`config.mk`:
```
export PLATFORM = sky130hd
export DESIGN_NAME = usb_rx_core_flat
export DESIGN_NICKNAME = d
export VERILOG_FILES = /design/src/rtl/usb_rx_if.sv /design/src/rtl/usb_rx_core.sv /design/src/flat_wrapper.sv
export SDC_FILE = /design/constraint.sdc
export NUM_CORES = 1
export LEC_CHECK = 0
export BUFFER_PORTS_ARGS = -buffer_cell sky130_fd_sc_hd__buf_2
export CORE_ASPECT_RATIO = 0.8
export CORE_MARGIN = 1.5
export CORE_UTILIZATION = 28
export CTS_CLUSTER_SIZE = 25
export DETAILED_ROUTE_END_ITERATION = 7
export PLACE_DENSITY = 0.47
export SYNTH_ARGS = -nofsm -noshare
export SYNTH_HDL_FRONTEND = slang
export SYNTH_SLANG_ARGS = --single-unit
export TNS_END_PERCENT = 1
```
`constraint.sdc`:
```
create_clock -name clk -period 2.8 [get_ports clk]
set_input_delay 0.28 -clock clk [delete_from_list [all_inputs] [get_ports clk]]
set_output_delay 0.28 -clock clk [all_outputs]
set_load 0.03 [all_outputs]
```
`src/rtl/usb_rx_if.sv`:
```
// ---------------------------------------------------------------------------
// usb_rx_if
// Bundles the pad-side line inputs, the RX FIFO handshake and the status
// outputs of the USB receive core.
//   dplus_in / dminus_in     : D+/D- line pair, synchronous to clk
//   buffer_occupancy[6:0]    : current RX FIFO byte count (0..64)
//   rx_packet_data[7:0]      : last completed payload byte
//   store_rx_packet_data     : one-cycle FIFO write strobe
//   flush                    : one-cycle FIFO clear request
//   rx_error                 : packet error flag (level)
//   rx_transfer_active       : high while a packet is being received
//   rx_data_ready            : valid packet completed (level)
//   rx_packet[3:0]           : PID of the last valid packet
// master = environment (pads + FIFO + controller), slave = receive core.
// ---------------------------------------------------------------------------
interface usb_rx_if;
  logic       dplus_in;
  logic       dminus_in;
  logic [6:0] buffer_occupancy;
  logic [7:0] rx_packet_data;
  logic       store_rx_packet_data;
  logic       flush;
  logic       rx_error;
  logic       rx_transfer_active;
  logic       rx_data_ready;
  logic [3:0] rx_packet;

  modport master (
    output dplus_in, dminus_in, buffer_occupancy,
    input  rx_packet_data, store_rx_packet_data, flush, rx_error,
           rx_transfer_active, rx_data_ready, rx_packet
  );

  modport slave (
    input  dplus_in, dminus_in, buffer_occupancy,
    output rx_packet_data, store_rx_packet_data, flush, rx_error,
           rx_transfer_active, rx_data_ready, rx_packet
  );
endinterface

```
`src/rtl/usb_rx_core.sv`:
```
// ---------------------------------------------------------------------------
// usb_rx_core
// Full-speed-style USB packet receiver, one bit time per clk. Decodes the
// NRZI line pair, removes stuffed bits, recognises SYNC / PID / payload / EOP,
// pushes payload bytes into the RX FIFO and reports packet status.
// Ports:
//   clk    : system clock, one bit time per rising edge
//   n_rst  : asynchronous active-low reset
//   bus    : usb_rx_if.slave (line pair, FIFO handshake, status outputs)
// Parameter:
//   MAX_BYTES : maximum payload bytes stored per packet (FIFO depth)
// ---------------------------------------------------------------------------
module usb_rx_core #(
  parameter int MAX_BYTES = 64
) (
  input  logic     clk,
  input  logic     n_rst,
  usb_rx_if.slave  bus
);

  localparam int CW = $clog2(MAX_BYTES + 1);

  typedef enum logic [2:0] {
    S_IDLE, S_SYNC, S_PID, S_DATA, S_EOP, S_ERR_WAIT
  } state_t;

  state_t          r_state;
  logic            r_prev_dp;
  logic            r_prev_dm;
  logic [2:0]      r_zero_cnt;     // SYNC zeros, saturates at 5
  logic [2:0]      r_ones_cnt;     // consecutive decoded 1s for unstuffing
  logic [2:0]      r_bit_cnt;      // bits of the current byte
  logic [6:0]      r_shift;        // LSB-first byte assembly (bits 7..1)
  logic [CW-1:0]   r_byte_cnt;     // bytes stored in this packet
  logic            r_se0_long;     // EOP: second SE0 already seen
  logic            r_wait_se0;     // ERR_WAIT: SE0 already seen
  logic [2:0]      r_j_cnt;        // ERR_WAIT: consecutive J samples

  logic [7:0]      r_rx_packet_data;
  logic            r_store;
  logic            r_flush;
  logic            r_rx_error;
  logic            r_active;
  logic            r_ready;
  logic [3:0]      r_rx_packet;

  logic            w_se0, w_j, w_k;
  logic            w_bit;
  logic            w_stuff_slot;
  logic            w_stuff_err;
  logic            w_last;
  logic [7:0]      w_byte;
  logic            w_handshake;
  logic            w_room;
  logic            w_err;

  function automatic logic pid_ok(input logic [7:0] b);
    logic ok;
    case (b[3:0])
      4'b0001, 4'b1001, 4'b0011, 4'b1011,
      4'b0010, 4'b1010, 4'b1110: ok = (b[7:4] == ~b[3:0]);
      default:                   ok = 1'b0;
    endcase
    return ok;
  endfunction

  assign w_se0 = !bus.dplus_in && !bus.dminus_in;
  assign w_j   =  bus.dplus_in && !bus.dminus_in;
  assign w_k   = !bus.dplus_in &&  bus.dminus_in;

  // NRZI: an unchanged line state decodes as 1, a transition as 0.
  assign w_bit = (bus.dplus_in == r_prev_dp) && (bus.dminus_in == r_prev_dm);

  // After six 1s the next bit is a stuffed 0 and carries no data.
  assign w_stuff_slot = (r_ones_cnt == 3'd6);
  assign w_stuff_err  = !w_se0 && w_stuff_slot && w_bit;
  assign w_last       = !w_se0 && !w_stuff_slot && (r_bit_cnt == 3'd7);
  assign w_byte       = {w_bit, r_shift};

  assign w_handshake = (r_rx_packet == 4'b0010) || (r_rx_packet == 4'b1010) ||
                       (r_rx_packet == 4'b1110);
  assign w_room      = (bus.buffer_occupancy < 7'd64) &&
                       (r_byte_cnt < CW'(MAX_BYTES));

  // Any error condition for this sample; takes precedence over every other
  // action, so a byte completing on a stuff error is never strobed.
  always_comb begin
    // NOTE: default first so every path assigns w_err and no latch is inferred.
    w_err = 1'b0;
    case (r_state)
      S_SYNC: w_err = w_se0 || (w_bit && (r_zero_cnt < 3'd5));
      S_PID:  w_err = w_se0 || w_stuff_err || (w_last && !pid_ok(w_byte));
      S_DATA: w_err = (w_se0 && (r_bit_cnt != 3'd0)) || w_stuff_err ||
                      (w_last && (w_handshake || !w_room));
      S_EOP:  w_err = !w_se0 && !(w_j && r_se0_long);
      default: w_err = 1'b0;
    endcase
  end

  always_ff @(posedge clk or negedge n_rst) begin
    if (!n_rst) begin
      r_state          <= S_IDLE;
      r_prev_dp        <= 1'b1;       // idle J
      r_prev_dm        <= 1'b0;
      r_zero_cnt       <= '0;
      r_ones_cnt       <= '0;
      r_bit_cnt        <= '0;
      r_shift          <= '0;
      r_byte_cnt       <= '0;
      r_se0_long       <= 1'b0;
      r_wait_se0       <= 1'b0;
      r_j_cnt          <= '0;
      r_rx_packet_data <= '0;
      r_store          <= 1'b0;
      r_flush          <= 1'b0;
      r_rx_error       <= 1'b0;
      r_active         <= 1'b0;
      r_ready          <= 1'b0;
      r_rx_packet      <= '0;
    end else begin
      // NOTE: non-blocking throughout so every register sees pre-edge values.
      r_prev_dp <= bus.dplus_in;
      r_prev_dm <= bus.dminus_in;
      r_store   <= 1'b0;
      r_flush   <= 1'b0;

      if (w_err) begin
        r_state    <= S_ERR_WAIT;
        r_rx_error <= 1'b1;
        r_active   <= 1'b0;
        r_ready    <= 1'b0;
        r_wait_se0 <= w_se0;
        r_j_cnt    <= '0;
      end else begin
        case (r_state)
          S_IDLE: begin
            if (w_k) begin
              r_state    <= S_SYNC;
              r_rx_error <= 1'b0;
              r_ready    <= 1'b0;
              r_active   <= 1'b1;
              r_flush    <= (bus.buffer_occupancy != 7'd0);
              r_zero_cnt <= 3'd1;     // the first K is itself a decoded 0
            end
          end

          S_SYNC: begin
            if (!w_bit) begin
              if (r_zero_cnt < 3'd5) r_zero_cnt <= r_zero_cnt + 3'd1;
            end else begin
              r_state    <= S_PID;
              r_ones_cnt <= '0;
              r_bit_cnt  <= '0;
            end
          end

          S_PID, S_DATA: begin
            if (w_se0) begin
              // Only reachable from DATA on a byte boundary.
              r_state    <= S_EOP;
              r_se0_long <= 1'b0;
            end else if (w_stuff_slot) begin
              r_ones_cnt <= '0;
            end else begin
              r_ones_cnt <= w_bit ? r_ones_cnt + 3'd1 : 3'd0;
              r_shift    <= w_byte[7:1];
              r_bit_cnt  <= r_bit_cnt + 3'd1;
              if (w_last) begin
                if (r_state == S_PID) begin
                  r_rx_packet <= w_byte[3:0];
                  r_byte_cnt  <= '0;
                  r_state     <= S_DATA;
                end else begin
                  r_rx_packet_data <= w_byte;
                  r_store          <= 1'b1;
                  r_byte_cnt       <= r_byte_cnt + CW'(1);
                end
              end
            end
          end

          S_EOP: begin
            if (w_se0) begin
              r_se0_long <= 1'b1;
            end else begin
              r_ready  <= 1'b1;
              r_active <= 1'b0;
              r_state  <= S_IDLE;
            end
          end

          S_ERR_WAIT: begin
            if (w_se0) begin
              r_wait_se0 <= 1'b1;
              r_j_cnt    <= '0;
            end else if (w_j) begin
              if (r_wait_se0 || (r_j_cnt == 3'd7)) r_state <= S_IDLE;
              else                                 r_j_cnt <= r_j_cnt + 3'd1;
            end else begin
              r_j_cnt <= '0;
            end
          end

          default: r_state <= S_IDLE;
        endcase
      end
    end
  end

  assign bus.rx_packet_data       = r_rx_packet_data;
  assign bus.store_rx_packet_data = r_store;
  assign bus.flush                = r_flush;
  assign bus.rx_error             = r_rx_error;
  assign bus.rx_transfer_active   = r_active;
  assign bus.rx_data_ready        = r_ready;
  assign bus.rx_packet            = r_rx_packet;

endmodule

```
`src/flat_wrapper.sv`:
```
// flat-port wrapper written by rule: the top's interface ports become plain ports
module usb_rx_core_flat 
#(
  parameter int MAX_BYTES = 64
)
  (clk, n_rst, bus_dplus_in, bus_dminus_in, bus_buffer_occupancy, bus_rx_packet_data, bus_store_rx_packet_data, bus_flush, bus_rx_error, bus_rx_transfer_active, bus_rx_data_ready, bus_rx_packet);
  usb_rx_if bus_i ();
  input  logic clk;
  input  logic n_rst;
  input wire logic [$bits(bus_i.dplus_in)-1:0] bus_dplus_in;
  input wire logic [$bits(bus_i.dminus_in)-1:0] bus_dminus_in;
  input wire logic [$bits(bus_i.buffer_occupancy)-1:0] bus_buffer_occupancy;
  output wire logic [$bits(bus_i.rx_packet_data)-1:0] bus_rx_packet_data;
  output wire logic [$bits(bus_i.store_rx_packet_data)-1:0] bus_store_rx_packet_data;
  output wire logic [$bits(bus_i.flush)-1:0] bus_flush;
  output wire logic [$bits(bus_i.rx_error)-1:0] bus_rx_error;
  output wire logic [$bits(bus_i.rx_transfer_active)-1:0] bus_rx_transfer_active;
  output wire logic [$bits(bus_i.rx_data_ready)-1:0] bus_rx_data_ready;
  output wire logic [$bits(bus_i.rx_packet)-1:0] bus_rx_packet;
  assign bus_i.dplus_in = bus_dplus_in;
  assign bus_i.dminus_in = bus_dminus_in;
  assign bus_i.buffer_occupancy = bus_buffer_occupancy;
  assign bus_rx_packet_data = bus_i.rx_packet_data;
  assign bus_store_rx_packet_data = bus_i.store_rx_packet_data;
  assign bus_flush = bus_i.flush;
  assign bus_rx_error = bus_i.rx_error;
  assign bus_rx_transfer_active = bus_i.rx_transfer_active;
  assign bus_rx_data_ready = bus_i.rx_data_ready;
  assign bus_rx_packet = bus_i.rx_packet;
  usb_rx_core #(.MAX_BYTES(MAX_BYTES)) u_core (.clk(clk), .n_rst(n_rst), .bus(bus_i));
endmodule
```
# Word level (Yosys, flattened, before mapping)
# Cells that the tools add are included.
[totals] in_bits=11 elab_cells=183 output_inout_bits=17 ff_bits=50
[classes] n_bitwise=5 muxes=56 n_eq_ne=39 reduce_logical=57 add_sub_neg=5 n_lt_le_gt_ge=3
[ops] operator="2-to-1 mux 3 bit" n=24
[ops] operator="== test 4 bit, second input constant" n=6
[ops] operator="2-to-1 mux 1 bit" n=23
[ops] operator="case mux 3 bit (2 select lines)" n=3
[ops] operator="== test 3 bit, second input constant" n=5
[ops] operator="logical AND 1 bit" n=15
[ops] operator="case mux 3 bit (5 select lines)" n=1
[ops] operator="AND reduction 5 bit" n=3
[ops] operator="less-than comparator 7 bit, second input constant" n=2
[ops] operator="nonzero test 2 bit" n=7
[ops] operator="adder 3 x 1 -> 3 bit, second input constant" n=4
[ops] operator="== test 4 x 2 -> 1 bit, second input constant" n=3
[ops] operator="!= test 3 x 1 -> 1 bit, second input constant" n=4
[ops] operator="AND reduction 4 bit" n=3
[ops] operator="AND reduction 6 bit" n=2
[ops] operator="!= test 2 x 1 -> 1 bit, second input constant" n=5
[ops] operator="logical OR 1 bit" n=9
[ops] operator="AND reduction 9 bit" n=1
[ops] operator="!= test 4 x 1 -> 1 bit, second input constant" n=2
[ops] operator="!= test 4 x 3 -> 1 bit, second input constant" n=2
[ops] operator="adder 7 x 1 -> 7 bit, second input constant" n=1
[ops] operator="logical NOT 1 bit" n=7
[ops] operator="2-to-1 mux 7 bit" n=1
[ops] operator="nonzero test 7 bit" n=1
[ops] operator="18 further kinds" n=31

# Logic depth before layout (Yosys ltp)
[logic_depth] depth_word=11 ltp_mapped=9 mapped_depth_nobuf=8

# Worst setup path after synthesis
# OpenSTA, ideal clock, no wires.
[synth_timing] kind="reg-to-reg" start="register u_core.r_prev_dp" end="register u_core.r_shift[0]" required_ps=2675 stages_incl_launch_ff=8 setup_time_ps=125 arrival_ps=2187 path_slack_ps=489 path_cell_list="dfstp_2 -> buf_6 -> xor2_1 -> or3_1 -> a221oi_4 -> o2bb2ai_4 -> nor3_4 -> mux2_2"
[synth_via] elab_chain_len=11 word_cells_on_any_way=17 cone_classes="eq/ne (2); mux (3); bitwise (1); reduce/logical (11)"
[synth_rtl] item="start, declared" line_no="usb_rx_core.sv:28" source="logic r_prev_dp;"
[synth_rtl] item="start signal, assigned" line_no="usb_rx_core.sv:122" source="r_prev_dp <= bus.dplus_in;"
[synth_rtl] item="== test 1 bit *" line_no="usb_rx_core.sv:72" source="assign w_bit = (bus.dplus_in == r_prev_dp) && (bus.dminus_in == r_prev_dm);"
[synth_rtl] item="logical AND 1 bit *" line_no="usb_rx_core.sv:72"
[synth_rtl] item="== test 4 bit" line_no="usb_rx_core.sv:61" source="4'b0010, 4'b1010, 4'b1110: ok = (b[7:4] == ~b[3:0]);"
[synth_rtl] item="2-to-1 mux 1 bit" line_no="usb_rx_core.sv:59" source="case (b[3:0])"
[synth_rtl] item="2-to-1 mux 1 bit" line_no="usb_rx_core.sv:90" source="case (r_state)"
[synth_rtl] item="logical NOT 1 bit" line_no="usb_rx_core.sv:92" source="S_PID: w_err = w_se0 || w_stuff_err || (w_last && !pid_ok(w_byte));"
[synth_rtl] item="logical AND 1 bit" line_no="usb_rx_core.sv:92"
[synth_rtl] item="logical OR 1 bit" line_no="usb_rx_core.sv:92"
[synth_rtl] item="case mux 1 bit (4 select lines) *" line_no="usb_rx_core.sv:90"
[synth_rtl] item="NOT 1 bit (no source line) *"
[synth_rtl] item="AND reduction 4 bit (no source line) *"
[synth_rtl] item="end signal, assigned" line_no="usb_rx_core.sv:166" source="r_shift <= w_byte[7:1];"
[synth_rtl] item="end, declared" line_no="usb_rx_core.sv:33" source="logic [6:0] r_shift;"
# Mark *: on every way between the ends. The rest lies on a longest branch, timed or not. The select of a mux whose other input is x is not followed.
# A chain may end at the register's enable or synchronous reset.

# Final worst setup path
# Same ends and word-level chain as after synthesis.

==> metrics <==
measured slew at the worst slew-check pin=645.1 ps; full die area=roughly 0.010 mm^2; Syn. warnings=0; Max VDD drop=231.4 uV; Async S/R FF share, synth=100.0%; initial antenna violation count=0; synthesized netlist cell count=292; post-cts resize count=0; most area-hungry cell type in the Yosys netlist=dfrtp_1; Hold Buf Count CTS=0; Die H=around 90 um; Req. time, crit path=2980 ps; complex-gate fraction of the synthesized area=16.03%; critical path, cell by cell=xor2_1, or3_1, a221oi_4, o2bb2ai_4, nor3_4, mux2_2; RSZ-0062 raised after global routing=no; first-pass GRT wire length=around 10 mm; setup ws final=356.8 ps; Slew Limit Fails=0; post-CTS setup buffers=0; Slowest cell on crit path=dfstp_2; Post-synth top cells=dfrtp_1 (49), nand2_1 (49), o21ai_0 (22), nor2_1 (18), inv_1 (14); Crit path largest cell delay=590 ps; via count=between 2000 and 2500; family with the most delay on the worst path=simple AND/OR/NAND/NOR gates; Mapped Nets=approximately 310; gr ovfl total=0; Buf/Inv on CP=0; RD Place Congestion=between 0.7 and 0.8; CTS sink cnt=50; clock-pin slew on the worst setup and hold paths=about 70 ps; largest net degree at the start of global routing=51; Max Clock Skew=roughly 8 ps; Syn Area/Cell=9.435 um^2; CTS Buffer Depth=2; I/O pins=28; post-synthesis xor/xnor area fraction=roughly 1.6%; number of setup violations in the final report=0; DR WL/cell=14.36 um; FP Rows=32; largest family of logic cells by synthesized area=simple AND/OR/NAND/NOR gates; clk root buf=clkbuf_16; Post-synth EDFFs=0; post-place instance area=0.003029 mm^2; ANT cells=0; area delta synth->final=15.12%; vias in the first global route=1996; Synth Flop Type=dfrtp_1; min Tclk post-route=2443 ps; CTS tree=built; WP data arrival=2630 ps; Inserted Clock Buffers=5; top post-synthesis cells by area=dfrtp_1 (45%), nand2_1 (6.7%), mux2_2 (4.9%); mux contribution to synthesized area=around 6.0%; core box area=0.009609 mm^2; Die W=113.9 um; top cell type's share of synthesized area=44.50%; Initial Util=about 29%; worst slack at placement=between 300 and 400 ps; count of cell types in the netlist=52; DR DRC count=0; worst hold path type=input port to async pin; Final ANT Viol Nets=0; share of cells above drive strength 1=20.56%; placed wire-length estimate=4.581 mm; Synth Area in Simple Gates=around 23%; Port-buffer cells=27; CP Max Fanout=8; Final Hold Vio Count=0; Pleak=1.528 nW; DR pass1 iterations=4; post-synthesis adder-cell area fraction=under 10%; design area=between 0.003 and 0.004 mm^2; gr usage total=between 10% and 20%; Fmax achieved=409.3 MHz; final wirelength=6.318 mm; Crit. End Element=flop; worst relative slew slack=between 50% and 60%; vias per cell=4.943; PwrDens=763.1 mW/mm^2; CP Class=flop to flop; DRT iter0 DRCs=155; Fin Setup TNS=0 ps; maxcap violations=0; clock latency on the worst-skew pair=300 ps; fin crit share=87.26%; mapped cell area=0.002755 mm^2; Core Util, Final=33.01%; run status=finished, final reports clean; Startpoint Class=flop; nets=340; H-tree levels=2; Yosys reg bits=50; Design Power=between 2 and 2.5 mW; sequential area share after synthesis=45.46%
## metal layers
layer  global-route usage, %  share of wire, %  vias up
li1                        -                 -     1067
met1                   20.39                56     1045
met2                   16.32                38       55
met3                   3.040               4.9        8
met4                   5.000               1.7        0
met5                       0                 0        -
## cells by family (layout without fill, tap and decap cells)
kind of cell,Yosys count,after routing
muxes,15,15
AOI/OAI and AO/OA,63,63
xor gates and xnor gates,5,5
and+or+nand+nor,123,123
DFF,50,50
adders and majority gates,9,9
buffers and inverters,27,56
## registers in the layout, summed over array words and instances (netlist names), 4 cells and up
register / count
u_core.r_byte_cnt: 7
u_core.bus.rx_packet: 4
u_core.r_shift: 7
u_core.bus.rx_packet_data: 8
## area by class of cell
| cell class | instances | area (um^2) |
|---|---|---|
| clock buffer | 6 | 128.9 |
| tap | 119 | 148.9 |
| fill | 1023 | 6437 |
| inverter | 14 | 52.55 |
| clock inverter | 2 | 13.76 |
| sequential | 50 | 1252 |
| multi-input combinational | 215 | 1388 |
| timing repair buffer | 34 | 187.7 |
## path summary, 6_finish.rpt
check / start / end / slack (ps) / depth (start not counted)
hold / removal: n_rst / u_core.bus.store_rx_packet_data$_DFF_PN0_ / 90 / 2
setup reg to reg: u_core.r_prev_dp$_DFF_PN1_ / u_core.r_shift[0]$_DFFE_PN0P_ / 360 / 6
hold reg to reg: u_core.bus.rx_packet_data[2]$_DFFE_PN0P_ / u_core.bus.rx_packet_data[2]$_DFFE_PN0P_ / 470 / 2
setup / recovery: u_core.r_prev_dp$_DFF_PN1_ / u_core.r_shift[0]$_DFFE_PN0P_ / 360 / 6
max in group asynchronous: n_rst / u_core.r_prev_dm$_DFF_PN0_ / 2270 / 2
min in group clk: bus_dplus_in / u_core.r_prev_dp$_DFF_PN1_ / 210 / 1
## worst register-to-register path, cell delays in order, from the launching register on
cell and delay, ps:
dfstp_2 590, xor2_1 110, or3_1 410, a221oi_4 310
o2bb2ai_4 170, nor3_4 360, mux2_2 380
## layout by cell type (no fill, tap or decap), drive strengths merged, types with 5 or more instances in the layout
cell type,count
nor3,12
a31oi,6
clkbuf,6
nand2b,5
nand2,49
mux2,12
a21oi,11
inv,14
nor2b,10
ha,9
and2,5
nor3b,5
nand3,5
buf,34
nor2,19
dfrtp,49
o21ai,22
## per-stage QoR
step / hold slack (ps) / std cells
after detailed placement: 440.3 / 432
after global routing: 156.4 / 440
after floorplan: -15.59 / 292
after global placement: 443.8 / 432
after CTS: 119.7 / 440
final: 94.44 / 440
## power by group
part	total (mW)	internal, mW	switching, mW	leakage [nW]
Combinational	0.788	0.346	0.442	0.828
Clock	0.603	0.332	0.271	0.0708
Sequential	1.03	0.856	0.174	0.629
Note: power is estimated with default switching activity, not from simulation.
